## src/rtl/ucore_pkg.sv

```systemverilog
// Shared constants for the ucore output path.
//   UCORE_DATA_W   : default token width
//   UCORE_MAX_DEST : largest number of NoC destinations one output may feed
package ucore_pkg;
  localparam int UCORE_DATA_W   = 32;
  localparam int UCORE_MAX_DEST = 8;
endpackage

```

## src/rtl/ucore_eager_fork.sv

```systemverilog
// Eager fork: tracks which destinations have already taken the head token
// so each one handshakes independently and is never offered it twice.
//   clk_i, rst_i : clock, asynchronous active-high reset
//   valid_i      : head token present (buffer non-empty)
//   dest_en_i    : destination enable mask
//   ready_i      : per-destination ready from the NoC
//   valid_o      : per-destination valid to the NoC
//   pop_o        : head may be dequeued this cycle
module ucore_eager_fork
  import ucore_pkg::*;
#(
  parameter int N_DEST = 2
) (
  input  logic              clk_i,
  input  logic              rst_i,
  input  logic              valid_i,
  input  logic [N_DEST-1:0] dest_en_i,
  input  logic [N_DEST-1:0] ready_i,
  output logic [N_DEST-1:0] valid_o,
  output logic              pop_o
);

  if (N_DEST < 1 || N_DEST > UCORE_MAX_DEST) begin : g_dest_range
    $error("ucore_eager_fork: N_DEST out of range");
  end

  logic [N_DEST-1:0] sent_q, sent_d;
  logic [N_DEST-1:0] hs;
  logic [N_DEST-1:0] done;

  always_comb begin
    valid_o = {N_DEST{valid_i}} & dest_en_i & ~sent_q;
    hs      = valid_o & ready_i;
    // A disabled destination counts as served, so dropping its enable
    // while the head is pending cannot stall the queue.
    done    = ~dest_en_i | sent_q | hs;
    pop_o   = valid_i & (&done);
    sent_d  = pop_o ? '0 : (sent_q | hs);
  end

  always_ff @(posedge clk_i or posedge rst_i) begin
    if (rst_i) sent_q <= '0;
    else       sent_q <= sent_d;
  end

endmodule

```

## src/rtl/ucore_output_channels.sv

```systemverilog
// Output buffer of a ucore feeding up to N_DEST NoC destinations through an
// eager fork. Tokens are queued in a small circular buffer; the head is
// broadcast on noc_out and dequeued once every enabled destination took it.
//   clk, rst        : clock, asynchronous active-high reset
//   dest_en         : destination enable mask (quasi-static)
//   ucore_ivalid/in : token offered by the ucore datapath
//   ucore_oready    : buffer can accept a token
//   noc_ovalid      : per-destination valid
//   noc_out         : head token, shared by all destinations
//   noc_iready      : per-destination ready
//   occupancy       : entries currently held
module ucore_output_channels
  import ucore_pkg::*;
#(
  parameter int DATA_WIDTH          = UCORE_DATA_W,
  parameter int N_DEST              = 2,
  parameter int OUTPUT_BUFFER_DEPTH = 2
) (
  input  logic                                     clk,
  input  logic                                     rst,
  input  logic [N_DEST-1:0]                        dest_en,
  input  logic                                     ucore_ivalid,
  input  logic [DATA_WIDTH-1:0]                    ucore_in,
  output logic                                     ucore_oready,
  output logic [N_DEST-1:0]                        noc_ovalid,
  output logic [DATA_WIDTH-1:0]                    noc_out,
  input  logic [N_DEST-1:0]                        noc_iready,
  output logic [$clog2(OUTPUT_BUFFER_DEPTH+1)-1:0] occupancy
);

  localparam int AW = $clog2(OUTPUT_BUFFER_DEPTH);
  localparam int OW = $clog2(OUTPUT_BUFFER_DEPTH + 1);

  logic [DATA_WIDTH-1:0] mem_q [OUTPUT_BUFFER_DEPTH];
  logic [AW-1:0]         wr_ptr_q, wr_ptr_d;
  logic [AW-1:0]         rd_ptr_q, rd_ptr_d;
  logic [OW-1:0]         occ_q, occ_d;
  logic                  live_q;
  logic                  push, pop, not_empty;

  assign not_empty = (occ_q != '0);
  // live_q holds ready low during reset and until the first edge after it.
  // Ready looks only at occupancy, never at this cycle's dequeue.
  assign ucore_oready = live_q && (occ_q != OW'(OUTPUT_BUFFER_DEPTH));
  assign push         = ucore_ivalid && ucore_oready;
  assign occupancy    = occ_q;
  assign noc_out      = mem_q[rd_ptr_q];

  ucore_eager_fork #(
    .N_DEST (N_DEST)
  ) u_fork (
    .clk_i     (clk),
    .rst_i     (rst),
    .valid_i   (not_empty),
    .dest_en_i (dest_en),
    .ready_i   (noc_iready),
    .valid_o   (noc_ovalid),
    .pop_o     (pop)
  );

  always_comb begin
    wr_ptr_d = wr_ptr_q;
    rd_ptr_d = rd_ptr_q;
    occ_d    = occ_q;
    if (push) wr_ptr_d = (wr_ptr_q == AW'(OUTPUT_BUFFER_DEPTH - 1)) ? '0 : wr_ptr_q + 1'b1;
    if (pop)  rd_ptr_d = (rd_ptr_q == AW'(OUTPUT_BUFFER_DEPTH - 1)) ? '0 : rd_ptr_q + 1'b1;
    unique case ({push, pop})
      2'b10:   occ_d = occ_q + 1'b1;
      2'b01:   occ_d = occ_q - 1'b1;
      default: occ_d = occ_q;
    endcase
  end

  always_ff @(posedge clk or posedge rst) begin
    if (rst) begin
      wr_ptr_q <= '0;
      rd_ptr_q <= '0;
      occ_q    <= '0;
      live_q   <= 1'b0;
    end else begin
      wr_ptr_q <= wr_ptr_d;
      rd_ptr_q <= rd_ptr_d;
      occ_q    <= occ_d;
      live_q   <= 1'b1;
    end
  end

  // Token storage carries no reset; stale entries are unreachable once the
  // pointers and occupancy are cleared.
  always_ff @(posedge clk) begin
    if (push) mem_q[wr_ptr_q] <= ucore_in;
  end

endmodule

```

## config.mk

```make
export PLATFORM = sky130hd
export DESIGN_NAME = ucore_output_channels
export DESIGN_NICKNAME = d
export VERILOG_FILES = /design/src/rtl/ucore_pkg.sv /design/src/rtl/ucore_eager_fork.sv /design/src/rtl/ucore_output_channels.sv
export SDC_FILE = /design/constraint.sdc
export NUM_CORES = 1
export LEC_CHECK = 0
export BUFFER_PORTS_ARGS = -buffer_cell sky130_fd_sc_hd__buf_2
export CORE_MARGIN = 2
export CORE_UTILIZATION = 25
export CTS_CLUSTER_SIZE = 8
export DETAILED_ROUTE_END_ITERATION = 10
export HOLD_SLACK_MARGIN = 0.03
export PLACE_DENSITY = 0.56
export SETUP_SLACK_MARGIN = 0.5
export SLEW_MARGIN = 20
export SYNTH_ARGS = -nofsm -noshare
export SYNTH_HDL_FRONTEND = slang
export SYNTH_HIERARCHICAL = 1
export SYNTH_SLANG_ARGS = --single-unit
```

## constraint.sdc

```tcl
create_clock -name clk -period 7 [get_ports clk]
set_clock_uncertainty 0.05 [all_clocks]
set_input_delay 1.75 -clock clk [delete_from_list [all_inputs] [get_ports clk]]
set_output_delay 1.75 -clock clk [all_outputs]
set_load 0.1 [all_outputs]
```

# [After elaboration in Yosys (flattened, before gate mapping)]
# Memories as Yosys holds them, arrays and structs flattened.
# Cells that the tools add are included.
# Widths: inputs -> output; s select.
[word_totals] reg_bits=7 latch_bits=0 mem_bits_rw=64 rom_bits=0 inputBits=39 out_inout_bits=37 word_cells=33 n_memories=1
[classes] addsub=4 multipliers=0 n_div=0 n_lt_le_gt_ge=0 n_eq_ne=3 n_shift=0 n_mux=6 n_bitwise=9 reduce_logical=5
[memory_table] memory="mem_q" depth=2 word_bits=32 rd=1 rd_ports_with_merged_regs=0 write_ports=1 line="ucore_output_channels.sv:34" rtl="logic [DATA_WIDTH-1:0] mem_q [OUTPUT_BUFFER_DEPTH];"
[op_table] operator="$and 2x2->2" n=3
[op_table] operator="$or 2x2->2" n=3
[op_table] operator="$mux 1" n=4
[op_table] operator="$not 2->2" n=2
[op_table] operator="$pmux 2 s2" n=1
[op_table] operator="$reduce_bool 2->1" n=2
[op_table] operator="$add 1x1->1 const B" n=2
[op_table] operator="$add 2x1->2 const B" n=1
[op_table] operator="$eq 2x1->1 const B" n=1
[op_table] operator="$eq 2x2->1 const B" n=1
[op_table] operator="$logic_and 1x1->1" n=2
[op_table] operator="$mux 2" n=1
[op_table] operator="$ne 2x2->1 const B" n=1
[op_table] operator="$reduce_and 2->1" n=1
[op_table] operator="$sub 2x1->2 const B" n=1
[op_table] operator="$and 1x1->1" n=1

# [Depth between registers and ports, before layout]
[logic_depth] ltp_word=9 depth_mapped=6 depth_no_buf=6

# [Hierarchy]
# Netlist, hierarchy kept.
[modules_own_cells] module="ucore_output_channels" n_inst=1 cells_per_inst=120 area_each_um2=2688.8 seq_area_each_um2=2047.0
[modules_own_cells] module="ucore_eager_fork" n_inst=1 cells_per_inst=13 area_each_um2=116.4 seq_area_each_um2=50.0

# [Worst setup path before layout]
# Ideal clock, no wire load.
[synth_path] kind="input-to-output" start="in dest_en[1]" end="out noc_ovalid[1]" arrival_time_ns=3.043 required_time_ns=5.200 path_slack_ns=2.157 cell_stages=2 path_buffers=0 path_cell_list="nand2_1 > nor2_1"
[synth_between] elab_chain_cells=2
[synth_lines] element="start, declared" line="ucore_output_channels.sv:21" rtl="input logic [N_DEST-1:0] dest_en,"
[synth_lines] element="$and 2x2->2 (2 in a row)" line="ucore_eager_fork.sv:32" rtl="valid_o = {N_DEST{valid_i}} & dest_en_i & ~sent_q;"
[synth_lines] element="end, declared" line="ucore_output_channels.sv:25" rtl="output logic [N_DEST-1:0] noc_ovalid,"
# No other way between the ends.

# [Final worst setup path]
[layout_path] start="in dest_en[0]" end="out noc_ovalid[0]"
# Same word-level chain as after synthesis.

==> results.sh <==
export IMPL_firstDrtPassIters=4
export IMPL_clk_path_buf_depth=2
export IMPL_syn_avg_cell_area_um2=21.09
export IMPL_rsz0062_at_grt="false"
export IMPL_endpoint_kind="output pin"
export IMPL_io_pins=76
export IMPL_cp_start_kind="primary input"
export IMPL_ant_nets=0
export IMPL_dpl_worst_slack_ps=2791
export IMPL_holdPathStages=1
export IMPL_timing_rr_start="occupancy[0]"
export IMPL_synth_yosys_seq_area_share=0.7475
export IMPL_setup_ws_ps=2794
export IMPL_gp_congestion=0.6305
export IMPL_fmax_ghz=0.2377
export IMPL_track_usage=0.08361
export IMPL_r2r_slack_ps=5000
export IMPL_setup_tns_ps=0
export IMPL_cts_buffers=9
export IMPL_final_max_slew_violation_count=0
export IMPL_cap_viol_max_count=0
export IMPL_ys_ff_latch=71
export IMPL_die_h_um=109.9
export IMPL_final_util=0.3260
export IMPL_synth_cells=133
export IMPL_crit_chain="buf_2 > and3b_1 > buf_2"
export IMPL_layout_drive_gt1_share=0.5792
export IMPL_cp_data_arrival_time_ps=2410
export IMPL_fillCellCount=1087
export IMPL_grt_pass1_wl_um=7169
export IMPL_crit_slowest_cell="buf_2"
export IMPL_clk_pin_slew_ps=80
export IMPL_clock_latency_ps=340
export IMPL_grt_pass1_vias=1467
export IMPL_drcViolationCount=0
export IMPL_placed_area_um2=3302
export IMPL_synth_area_um2=2805
export IMPL_avgViaCountPerCell=3.956
export IMPL_hp_start="occupancy[1]"
export IMPL_htree_num_levels=3
export IMPL_criticalPathCategory="in -> out"
export IMPL_tightest_slew_ps=983.4
export IMPL_fp_row_count=38
export IMPL_drt_wl_total_um=4786
export IMPL_rr_worst_depth=3
export IMPL_synth_cell_type_count=22
export IMPL_post_cts_resized=0
export IMPL_io_buffers=75
export IMPL_postCtsHoldBufs=0
export IMPL_crit_path_frequent_cell="buf_2"
export IMPL_cts_setup_buffers=0
export IMPL_wl_per_cell_um=13.22
export IMPL_min_to="occupancy[1]"
export IMPL_setup_violations=0
export IMPL_multi_input_area_um2=638.1
export IMPL_critPathTopFamily="buffers and inverters"
export IMPL_crit_buf_inv=2
export IMPL_relSlewSlack=0.3429
export IMPL_grt_max_degree=33
export IMPL_area_growth_pct=26.54
export IMPL_syn_num_nets=173
export IMPL_design_core_area_um2=10890
export IMPL_die_area_um2=12080
export IMPL_cp_data_required_time_ps=5200
export IMPL_drtIter0Drc=29
export IMPL_outcome="finished, final reports clean"
export IMPL_overflow=0
export IMPL_fin_crit_sh=0.6009
export IMPL_start_util=0.2576
export IMPL_cts_tree="yes"
export IMPL_cpPeakStageDelay_ps=420
export IMPL_die_w_um=109.9
export IMPL_grt_antenna_before_repair=1
export IMPL_design_area_um2=3550
export IMPL_r2r_end="mem_q[0][3]"
export IMPL_ys_warn_count=6
export IMPL_cts_root_buf="clkbuf_8"
export IMPL_layout_nets=256
export IMPL_hold_path_class="reg -> reg"
export IMPL_fin_crit_ps=4206
export IMPL_sequential_cell_area_um2=2098
export IMPL_dp_hpwl_um=3166
export IMPL_hold_viol_final=0
export IMPL_cp_max_fo=3
export IMPL_clock_sinks=71
export IMPL_vias=1432
[cell usage after synthesis (all sizes together)]
| cell type | n | share of area |
|---|---|---|
| xnor2 | 3 | 0.0094 |
| nand2 | 1 | 0.0013 |
| buf | 4 | 0.025 |
| or2 | 1 | 0.0022 |
| mux2 | 32 | 0.17 |
| conb | 1 | 0.0013 |
| and2 | 1 | 0.0022 |
| dfrtp | 7 | 0.062 |
| inv | 2 | 0.0027 |
| and3 | 2 | 0.0045 |
| nand2b | 1 | 0.0022 |
| a21oi | 2 | 0.0036 |
| nor2 | 3 | 0.0040 |
| edfxtp | 64 | 0.69 |
| xor2 | 2 | 0.0062 |
| a31oi | 2 | 0.0045 |
| nand3 | 1 | 0.0018 |
| and3b | 1 | 0.0031 |
| or3b | 2 | 0.0062 |
| ha | 1 | 0.0045 |
[per-stage QoR]
stage / hold slack [ps] / cells
after floorplan: 410.4 / 133
after global placement: 449.4 / 345
after detailed placement: 458.3 / 345
after CTS: 470.7 / 361
after global routing: 501.0 / 361
final: 466.6 / 362
[worst max path at each step]
stage / cells past startpoint / to / slack, ps / startpoint
after detailed placement: 3 / noc_ovalid[0] / 2790 / dest_en[0]
final: 3 / noc_ovalid[0] / 2790 / dest_en[0]
after CTS: 3 / noc_ovalid[0] / 2790 / dest_en[0]
after floorplan: 2 / noc_ovalid[1] / 2160 / dest_en[1]
after global placement: 3 / noc_ovalid[0] / 2800 / dest_en[0]
after global routing: 3 / noc_ovalid[0] / 2760 / dest_en[0]
[cell families after synthesis]
| kind of cell | Yosys count | share of synthesized area |
|---|---|---|
| buffers and inverters | 6 | 0.02810 |
| and+or+nand+nor | 13 | 0.02766 |
| xor gates and xnor gates | 5 | 0.01561 |
| DFF | 71 | 0.7475 |
| other | 1 | 0.001337 |
| AOI/OAI and AO/OA | 4 | 0.008028 |
| adders and majority gates | 1 | 0.004460 |
| muxes | 32 | 0.1673 |
[flip-flops by register name (all words and copies together), names as in the netlist]
register,cells
live_q,1
mem_q,64
occupancy,2
rd_ptr_q,1
u_fork/sent_q,2
wr_ptr_q,1
[cell usage in the layout (no fill, tap or decap)]
cell / netlist / final
mux2_2: 3 / 3
nand3_1: 1 / 1
a21oi_1: 2 / 2
clkinv_4: 0 / 3
conb_1: 1 / 1
clkbuf_8: 0 / 9
mux2_4: 29 / 29
buf_2: 0 / 75
and3_2: 0 / 1
or3b_1: 2 / 2
and3b_1: 1 / 1
xor2_1: 2 / 2
nor2_4: 0 / 1
edfxtp_1: 64 / 64
buf_4: 0 / 1
inv_1: 2 / 2
dfrtp_2: 0 / 1
dfrtp_1: 7 / 6
or2_2: 1 / 1
nor2_1: 3 / 2
a31oi_1: 2 / 2
and3_1: 2 / 1
diode_2: 0 / 1
nand2b_1: 1 / 1
bufinv_16: 0 / 3
xnor2_1: 3 / 3
and2_1: 1 / 1
clkinv_2: 0 / 1
nand2_1: 1 / 1
ha_1: 1 / 1
[layer usage]
metal / vias up / GRT usage / routed length, µm
li1: 674 / - / -
met1: 695 / 0.08736 / 1947
met2: 52 / 0.1389 / 2408
met3: 11 / 0.03675 / 342
met4: 0 / 0.04882 / 88
met5: - / 0 / 0
[area by class of cell]
| type | count | area share |
|---|---|---|
| antenna | 1 | 0.0007050 |
| clock buffer | 9 | 0.03490 |
| clock inverter | 7 | 0.03419 |
| inverter | 2 | 0.002115 |
| multi-input combinational | 56 | 0.1798 |
| sequential | 71 | 0.5911 |
| tap | 140 | 0.04935 |
| timing repair buffer | 76 | 0.1079 |
Power is left out: the tool's default activity adds up to more than one toggle a clock period on the data nets, which glitch-free logic cannot reach.
